File: src/rtl/coherence_bus_ctrl.sv
// coherence_bus_ctrl: two-core MSI snooping bus controller arbitrating dcache/icache traffic onto one RAM port.
module coherence_bus_ctrl #(
    parameter int WORD_W  = 32,
    parameter bit RR_INIT = 1'b0
) (
    input  logic                   clk,
    input  logic                   rst_n,
    input  logic [1:0]             dren_i,
    input  logic [1:0]             dwen_i,
    input  logic [1:0][WORD_W-1:0] daddr_i,
    input  logic [1:0][WORD_W-1:0] dstore_i,
    input  logic [1:0]             cctrans_i,
    input  logic [1:0]             ccwrite_i,
    input  logic [1:0]             iren_i,
    input  logic [1:0][WORD_W-1:0] iaddr_i,
    output logic [1:0]             dwait_o,
    output logic [1:0][WORD_W-1:0] dload_o,
    output logic [1:0]             ccwait_o,
    output logic [1:0]             ccinv_o,
    output logic [1:0][WORD_W-1:0] ccsnoopaddr_o,
    output logic [1:0]             iwait_o,
    output logic [1:0][WORD_W-1:0] iload_o,
    output logic                   ram_ren_o,
    output logic                   ram_wen_o,
    output logic [WORD_W-1:0]      ram_addr_o,
    output logic [WORD_W-1:0]      ram_store_o,
    input  logic [WORD_W-1:0]      ram_load_i,
    input  logic [1:0]             ram_state_i
);
    typedef enum logic [2:0] {IDLE, SNOOP, INV, FWD, MEMR, MEMW, IFETCH} state_t;
    localparam logic [1:0] RAM_ACCESS = 2'd2;
    state_t                   state_q;
    logic                     r_q, rr_q, irr_q;
    logic [1:0]               dwait_q, iwait_q, ccwait_q, ccinv_q;
    logic [1:0][WORD_W-1:0]   dload_q, iload_q, ccsnoopaddr_q;
    logic                     ram_ren_q, ram_wen_q;
    logic [WORD_W-1:0]        ram_addr_q, ram_store_q;
    logic [1:0]               dreq;
    logic                     dsel, isel, o, acc, quiet;
    assign dreq  = (dren_i | dwen_i | (cctrans_i & ccwrite_i)) & ~ccwait_q;
    assign dsel  = &dreq ? rr_q : dreq[1];
    assign isel  = &iren_i ? irr_q : iren_i[1];
    assign o     = ~r_q;
    assign acc   = ram_state_i == RAM_ACCESS;
    // a done pulse is still visible to the caches this cycle, so hold off re-granting
    assign quiet = &dwait_q & &iwait_q;
    always_ff @(posedge clk or negedge rst_n) begin
        if (!rst_n) begin
            state_q       <= IDLE;
            r_q           <= 1'b0;
            rr_q          <= RR_INIT;
            irr_q         <= RR_INIT;
            dwait_q       <= 2'b11;
            iwait_q       <= 2'b11;
            ccwait_q      <= 2'b00;
            ccinv_q       <= 2'b00;
            dload_q       <= '0;
            iload_q       <= '0;
            ccsnoopaddr_q <= '0;
            ram_ren_q     <= 1'b0;
            ram_wen_q     <= 1'b0;
            ram_addr_q    <= '0;
            ram_store_q   <= '0;
        end else begin
            case (state_q)
                IDLE: begin
                    dwait_q <= 2'b11;
                    iwait_q <= 2'b11;
                    if (quiet && |dreq) begin
                        r_q <= dsel;
                        if (dwen_i[dsel]) begin
                            state_q     <= MEMW;
                            ram_wen_q   <= 1'b1;
                            ram_addr_q  <= daddr_i[dsel];
                            ram_store_q <= dstore_i[dsel];
                        end else begin
                            ccwait_q[~dsel]      <= 1'b1;
                            ccsnoopaddr_q[~dsel] <= daddr_i[dsel];
                            if (dren_i[dsel]) begin
                                state_q        <= SNOOP;
                                ccinv_q[~dsel] <= ccwrite_i[dsel];
                            end else begin
                                state_q        <= INV;
                                ccinv_q[~dsel] <= 1'b1;
                                dwait_q[dsel]  <= 1'b0;
                                rr_q           <= ~dsel;
                            end
                        end
                    end else if (quiet && |iren_i) begin
                        r_q        <= isel;
                        state_q    <= IFETCH;
                        ram_ren_q  <= 1'b1;
                        ram_addr_q <= iaddr_i[isel];
                    end
                end
                SNOOP: begin
                    ccinv_q <= 2'b00;
                    if (cctrans_i[o] & ccwrite_i[o]) begin
                        state_q     <= FWD;
                        ram_wen_q   <= 1'b1;
                        ram_addr_q  <= daddr_i[o];
                        ram_store_q <= dstore_i[o];
                    end else begin
                        state_q    <= MEMR;
                        ccwait_q   <= 2'b00;
                        ram_ren_q  <= 1'b1;
                        ram_addr_q <= daddr_i[r_q];
                    end
                end
                INV: begin
                    state_q  <= IDLE;
                    ccwait_q <= 2'b00;
                    ccinv_q  <= 2'b00;
                    dwait_q  <= 2'b11;
                end
                FWD: if (acc) begin
                    state_q        <= IDLE;
                    ram_wen_q      <= 1'b0;
                    ccwait_q       <= 2'b00;
                    dwait_q        <= 2'b00;
                    dload_q[r_q]   <= ram_store_q;
                    rr_q           <= o;
                end
                MEMR: if (acc) begin
                    state_q      <= IDLE;
                    ram_ren_q    <= 1'b0;
                    dwait_q[r_q] <= 1'b0;
                    dload_q[r_q] <= ram_load_i;
                    rr_q         <= o;
                end
                MEMW: if (acc) begin
                    state_q      <= IDLE;
                    ram_wen_q    <= 1'b0;
                    dwait_q[r_q] <= 1'b0;
                    rr_q         <= o;
                end
                IFETCH: if (acc) begin
                    state_q      <= IDLE;
                    ram_ren_q    <= 1'b0;
                    iwait_q[r_q] <= 1'b0;
                    iload_q[r_q] <= ram_load_i;
                    irr_q        <= o;
                end
                default: state_q <= IDLE;
            endcase
        end
    end
    assign dwait_o       = dwait_q;
    assign iwait_o       = iwait_q;
    assign ccwait_o      = ccwait_q;
    assign ccinv_o       = ccinv_q;
    assign ccsnoopaddr_o = ccsnoopaddr_q;
    assign dload_o       = dload_q;
    assign iload_o       = iload_q;
    assign ram_ren_o     = ram_ren_q;
    assign ram_wen_o     = ram_wen_q;
    assign ram_addr_o    = ram_addr_q;
    assign ram_store_o   = ram_store_q;
endmodule

File: config.mk
export PLATFORM = sky130hd
export DESIGN_NAME = coherence_bus_ctrl
export DESIGN_NICKNAME = d
export VERILOG_FILES = /design/src/rtl/coherence_bus_ctrl.sv
export SDC_FILE = /design/constraint.sdc
export NUM_CORES = 1
export LEC_CHECK = 0
export BUFFER_PORTS_ARGS = -buffer_cell sky130_fd_sc_hd__buf_2
export CAP_MARGIN = 20
export CORE_AREA = 2 2 198 200
export CTS_CLUSTER_SIZE = 28
export DETAILED_ROUTE_END_ITERATION = 8
export DIE_AREA = 0 0 200 202
export GPL_TIMING_DRIVEN = 0
export SYNTH_ARGS = -nofsm -noshare
export SYNTH_HDL_FRONTEND = slang
export SYNTH_SLANG_ARGS = --single-unit
File: constraint.sdc
create_clock -name clk -period 2.5 [get_ports clk]
set_input_delay 0.25 -clock clk [delete_from_list [all_inputs] [get_ports clk]]
set_output_delay 0.25 -clock clk [all_outputs]
set_load 0.005 [all_outputs]
# Word-level counts from Yosys, hierarchy flattened
# Index checks and enable logic that the tools add are counted.
# word_totals
wordCells	199
ff_bits	272
out_inout_bits	266
in_bits	238
# classes
bitwise	16
magnitude_cmp	8
n_eq_ne	25
reduce_logical	42
n_mux	90
# op_table
cell	count
32-bit two-way mux	21
64-bit bitwise mux	4
64-bit two-way mux	2
32-bit one-hot mux with 2 select lines	2
64-bit one-hot mux with 2 select lines	1
32-bit demux with 1-bit select	2
1-bit two-way mux	28
2-bit two-way mux	13
2-bit != test, second input constant	11
5-bit AND reduction	4
2-bit one-hot mux with 4 select lines	2
2-bit AND reduction	8
3-bit two-way mux	5
3-bit AND reduction	5
2-bit nonzero test	6
2-bit OR reduction	6
1-bit by 2-bit < comparator with 1-bit output, second input constant	5
2-bit by 1-bit != test with 1-bit output, second input constant	5
3-bit equality test, second input constant	3
3-bit one-hot mux with 3 select lines	1
2-bit bitwise AND	4
2-bit bitwise OR	4
2-bit one-hot mux with 2 select lines	2
4-bit nonzero test	2
18 further kinds	35

# Depth between registers and ports, before layout
# depth
word_depth	15
mapped_depth	9
ltp_nobuf	5

# Worst setup path before layout
# OpenSTA, ideal clock, no wires.
# synth_timing
kind	register to register
from	register ccwait_q[0] (netlist: ccwait_o[0])
to	register ram_store_q[1] (netlist: ram_store_o[1])
t_arrival_ns	2.115
setup_time_ns	0.125
n_path_buf	2
period_less_slack_ns	2.240
setup_slack_ns	0.260
required_ns	2.375
path_stages_with_launch	8
path_cell_list	dfrtp_1 > buf_1 > nor2_1 > a211o_1 > mux2i_1 > buf_2 > mux2_2 > mux2_2
# synth_between
elab_chain_cells	9
elab_cells_between_ends	16
cone_classes	2 x eq/ne; 8 x mux; 2 x bitwise; 4 x reduce/logical
# synth_lines
item	line_no	source
start: declaration	34	logic [1:0] dwait_q, iwait_q, ccwait_q, ccinv_q;
start signal: assignment	55	ccwait_q <= 2'b00;
start signal: indexed assignment	77	ccwait_q[~dsel] <= 1'b1;
start signal: assignment	105	ccwait_q <= 2'b00;
2-bit NOT *	40	assign dreq = (dren_i | dwen_i | (cctrans_i & ccwrite_i)) & ~ccwait_q;
2-bit bitwise AND *	40	
2-bit AND reduction	41	assign dsel = &dreq ? rr_q : dreq[1];
1-bit two-way mux	41	
32-bit two-way mux (not written as such) (2 in a row)	75	ram_store_q <= dstore_i[dsel];
32-bit two-way mux	71	if (dwen_i[dsel]) begin
32-bit two-way mux	69	if (quiet && |dreq) begin
32-bit one-hot mux with 2 select lines	65	case (state_q)
end signal: assignment	75	
end signal: assignment	102	ram_store_q <= dstore_i[o];
end: declaration	37	logic [WORD_W-1:0] ram_addr_q, ram_store_q;
# Every way passes the cells marked *; elsewhere a longest branch is shown, timed or not. The select of a mux whose other input is x is not followed.
# A chain may end at the register's enable or synchronous reset.

# Final worst setup path
# layout_timing
from	input dren_i[0]
to	register ccsnoopaddr_q, in the netlist ccsnoopaddr_o[28]
# layout_between
elab_chain_cells	11
elab_cells_between_ends	20
cone_classes	2 x order compare; 8 x mux; 5 x bitwise; 5 x reduce/logical
# layout_lines
item	line_no	source
start: declaration	8	input logic [1:0] dren_i,
2-bit bitwise OR * (2 in a row)	40	
2-bit bitwise AND *	40	
2-bit AND reduction	41	
1-bit two-way mux	41	
1-bit NOT	78	ccsnoopaddr_q[~dsel] <= daddr_i[dsel];
1-bit by 2-bit < comparator with 1-bit output (not written as such) / 1-bit >= comparator (equally long branches)	78	
1-bit logical AND (not written as such)	78	
32-bit two-way mux (not written as such)	78	
32-bit demux with 1-bit select	78	
64-bit bitwise mux	78	
end signal: indexed assignment	78	
end: declaration	35	logic [1:0][WORD_W-1:0] dload_q, iload_q, ccsnoopaddr_q;
# Marks and branches as above.

==> metrics.log <==
INFO  metric status = complete, no violations
INFO  metric max-cap-violations = 0
INFO  metric final_wirelength = 49.8 mm
INFO  metric clock_tree.buffer_depth = 3
INFO  metric yosysSeqAreaShare = 52.6%
INFO  metric multiInputGateArea = 5810 µm²
INFO  metric yosys_warnings = 0
INFO  metric ys.flop_type = dfrtp_1
INFO  metric maxSlewViolCount = 0
INFO  metric detailedRoute.firstPassIterationCount = 6
INFO  metric largest_net_degree_at_the_start_of_global_routing = 107
INFO  metric required_time_of_the_critical_path = 2.97 ns
INFO  metric drt-vias-per-instance = 5.23
INFO  metric cp_data_arrival_time = 2.89 ns
INFO  metric finalCritPeriodShare = 96.9%
INFO  metric grt_usage = 23.8%
INFO  metric finalCriticalPeriod = 2.42 ns
INFO  metric most_numerous_cell_in_the_yosys_netlist = dfrtp_1
INFO  metric first_global_vias = 12300
INFO  metric starting_density_of_the_core = 33.8%
INFO  metric drt_iter0_drc = 608
INFO  metric min_path_type = input port to flip-flop
INFO  metric post_synth_xor_area_fraction = 0.0677%
INFO  metric route.vias.total = 12100
INFO  metric dpl.hpwl = 37.2 mm
INFO  metric worst_pin_slew = 0.866 ns
INFO  metric crit_slowest_cell = dlygate4sd3_1
INFO  metric worstSetupStartpointType = input port
INFO  metric final_net_count = 2004
INFO  metric post_synth_fa_ha_maj_area_fraction = 0%
INFO  metric floorplan.die_area = 40400 µm²
INFO  metric ff2ff_setup_slack = 0.08 ns
INFO  metric maxClockFrequency = 0.413 GHz
INFO  metric fraction_of_final_layout_cells_with_drive_strength_greater_than_1 = 47.8%
INFO  metric drt.antenna.violating_nets = 0
INFO  metric fin_skew = 0.0161 ns
INFO  metric synth_cells = 1115
INFO  metric crit_path_max_fanout = 10
INFO  metric yosysUniqueCellTypes = 54
INFO  metric synth.area.top_cells = dfrtp_1, mux2_2, mux2i_1
INFO  metric synth.cells.most_frequent = dfrtp_1, mux2_2, o21ai_0
INFO  metric synth_top_area_share = 51.8%
INFO  metric area.sequential = 6810 µm²
INFO  metric ioPinCount = 504
INFO  metric post_synth.cell_area_avg = 11.6 µm²
INFO  metric routed_wire_per_std_cell = 21.5 µm
INFO  metric synth_simple_gate_area_share = 6.32%
INFO  metric grt_pass1_wl = 73.4 mm
INFO  metric crit_path_max_incr_delay = 0.55 ns
INFO  metric async_sr_flop_fraction = 100%
INFO  metric yosysTopAreaCell = dfrtp_1
INFO  metric die-height = 202 µm
INFO  metric drc = 0
INFO  metric fin_cells = 2315
INFO  metric clock_sink_count = 272
INFO  metric post-place-cells = 2140
INFO  metric synthMuxAreaShare = 23.1%
INFO  metric path_cells = dlygate4sd3_1 -> buf_2 -> a211o_1 -> a211o_1 -> buf_2 -> nor3_4 -> buf_4 -> mux2_2
INFO  metric synth_area = 12900 µm²
INFO  metric critPathKind = input port to flip-flop
INFO  metric power.density = 1250 nW/µm²
INFO  metric synth-edff-count = 0
INFO  metric place.gp.congestion = 0.880
INFO  metric timing.slew.headroom = 42.3%
INFO  metric timing.final.hold_violations = 0
INFO  metric tritoncts = yes
INFO  metric post_route_setup_tns = 0 ns
INFO  metric clk_latency = 0.59 ns
INFO  metric placed_area = 16200 µm²
INFO  metric cts-buffers-inserted = 31
INFO  metric h-tree-depth = 1
INFO  metric syn_to_final_growth = 43.4%
INFO  metric place.port_buffers = 503
INFO  metric antenna_found_initial = 8
INFO  metric finalSetupViolCount = 0
INFO  metric final_design_area_no_fill = 18600 µm²
INFO  metric die_w = 200 µm
INFO  metric ir_drop = 0.000638 V
INFO  metric synth-compound-area-share = 14.7%
INFO  metric grt_overflow = 0
INFO  metric synthesis.nets = 1353
INFO  metric clkTransAtPathRegs = 0.06 ns
INFO  metric num_rows = 72
INFO  metric filler_cell_count = 3559
INFO  metric synth_top_family_by_area = multiplexers
INFO  metric worst_setup_path_end_kind = flip-flop
INFO  metric static_leakage = 8.70 nW
INFO  metric synth_seq_cells = 272
INFO  metric ctsRootBufferMaster = clkbuf_16
INFO  metric placeableCoreArea = 38300 µm²
INFO  metric power.total = 23.2 mW
[layer usage]
metal	routed length, µm	global-route usage (%)	up-vias
met3	3750	5.59	116
met5	31	0	-
met1	19400	28.0	5988
li1	-	-	5455
met4	2130	9.44	4
met2	24500	41.8	534
[logic make-up (layout without fill, tap and decap cells)]
family,Yosys count,in the layout
AOI/OAI and AO/OA,292,292
and+or+nand+nor,182,182
muxes,271,271
other,0,7
DFF,272,272
xor gates and xnor gates,1,1
buffers and inverters,97,772
[layout make-up]
class | count | area share [%]
sequential | 272 | 36.7
multi-input combinational | 746 | 31.3
timing repair buffer | 620 | 20.1
clock buffer | 46 | 5.02
tap | 518 | 3.49
buffer | 86 | 2.31
clock inverter | 11 | 0.822
inverter | 9 | 0.182
antenna | 7 | 0.0944
[placed cells by master, fill, tap and decap left out, drive strengths merged, types with 25 or more instances in the layout]
master	n
a21oi	63
nor2	47
mux2	226
a31oi	25
a211oi	28
dfrtp	268
nand2	75
mux2i	45
clkbuf	103
dlygate4sd3	107
buf	542
o21ai	90
nand3	26
[final timing paths]
| path | from | cells after the start | to |
|---|---|---|---|
| worst max register to register | dwait_o[0]$_DFFE_PN1P_ | 5 | ccsnoopaddr_o[50]$_DFFE_PN0P_ |
| max in group asynchronous | rst_n | 3 | ram_addr_o[5]$_DFFE_PN0P_ |
| worst min register to register | dload_o[4]$_DFFE_PN0P_ | 2 | dload_o[4]$_DFFE_PN0P_ |
| min in group asynchronous | rst_n | 2 | iload_o[61]$_DFFE_PN0P_ |
| worst max-delay path | dren_i[0] | 8 | ccsnoopaddr_o[28]$_DFFE_PN0P_ |
| worst min-delay path | dstore_i[34] | 3 | ram_store_o[2]$_DFFE_PN0P_ |
[worst max-delay path, delay by kind of cell]
kind | cells | cell delay (ns)
AOI/OAI and AO/OA | 2 | 0.68
buffers and inverters | 4 | 1.24
muxes | 1 | 0.36
and+or+nand+nor | 1 | 0.34
[metrics by stage]
| stage | worst slack, ns | utilization (%) | hold slack, ns |
|---|---|---|---|
| 2_1_floorplan | 0.260 | - | -0.0456 |
| 3_3_place_gp | -4.09 | 42.1 | 0.460 |
| 3_5_place_dp | -0.779 | 42.3 | 0.258 |
| 4_1_cts | 0.0204 | 48.3 | 0.000173 |
| 5_1_grt | -0.0196 | 48.5 | 0.0123 |
| 6_report | 0.0776 | 48.5 | 0.0267 |
[power breakdown]
part           switching, mW  total [mW]  internal, mW  leakage [nW]
combinational           5.53        10.5          5.01          4.87
sequential              1.27        7.84          6.58          3.30
clock                   1.91        4.79          2.88         0.528
[sequential cells by signal, indices dropped and copies added (netlist names)]
signal         cells
ram_ren_o          1
ram_store_o       32
ccinv_o            2
ccwait_o           2
ram_addr_o        32
dwait_o            2
irr_q              1
r_q                1
dload_o           64
rr_q               1
ccsnoopaddr_o     64
state_q            3
iwait_o            2
ram_wen_o          1
iload_o           64
[repair_timing]
action	in CTS	in global routing
pin swaps	1	2
hold endpoints to repair	207	0
setup endpoints to repair	217	178
buffers inserted	3	3
hold buffers	107	0
resized for setup	28	42
(Power assumes the default switching activity.)
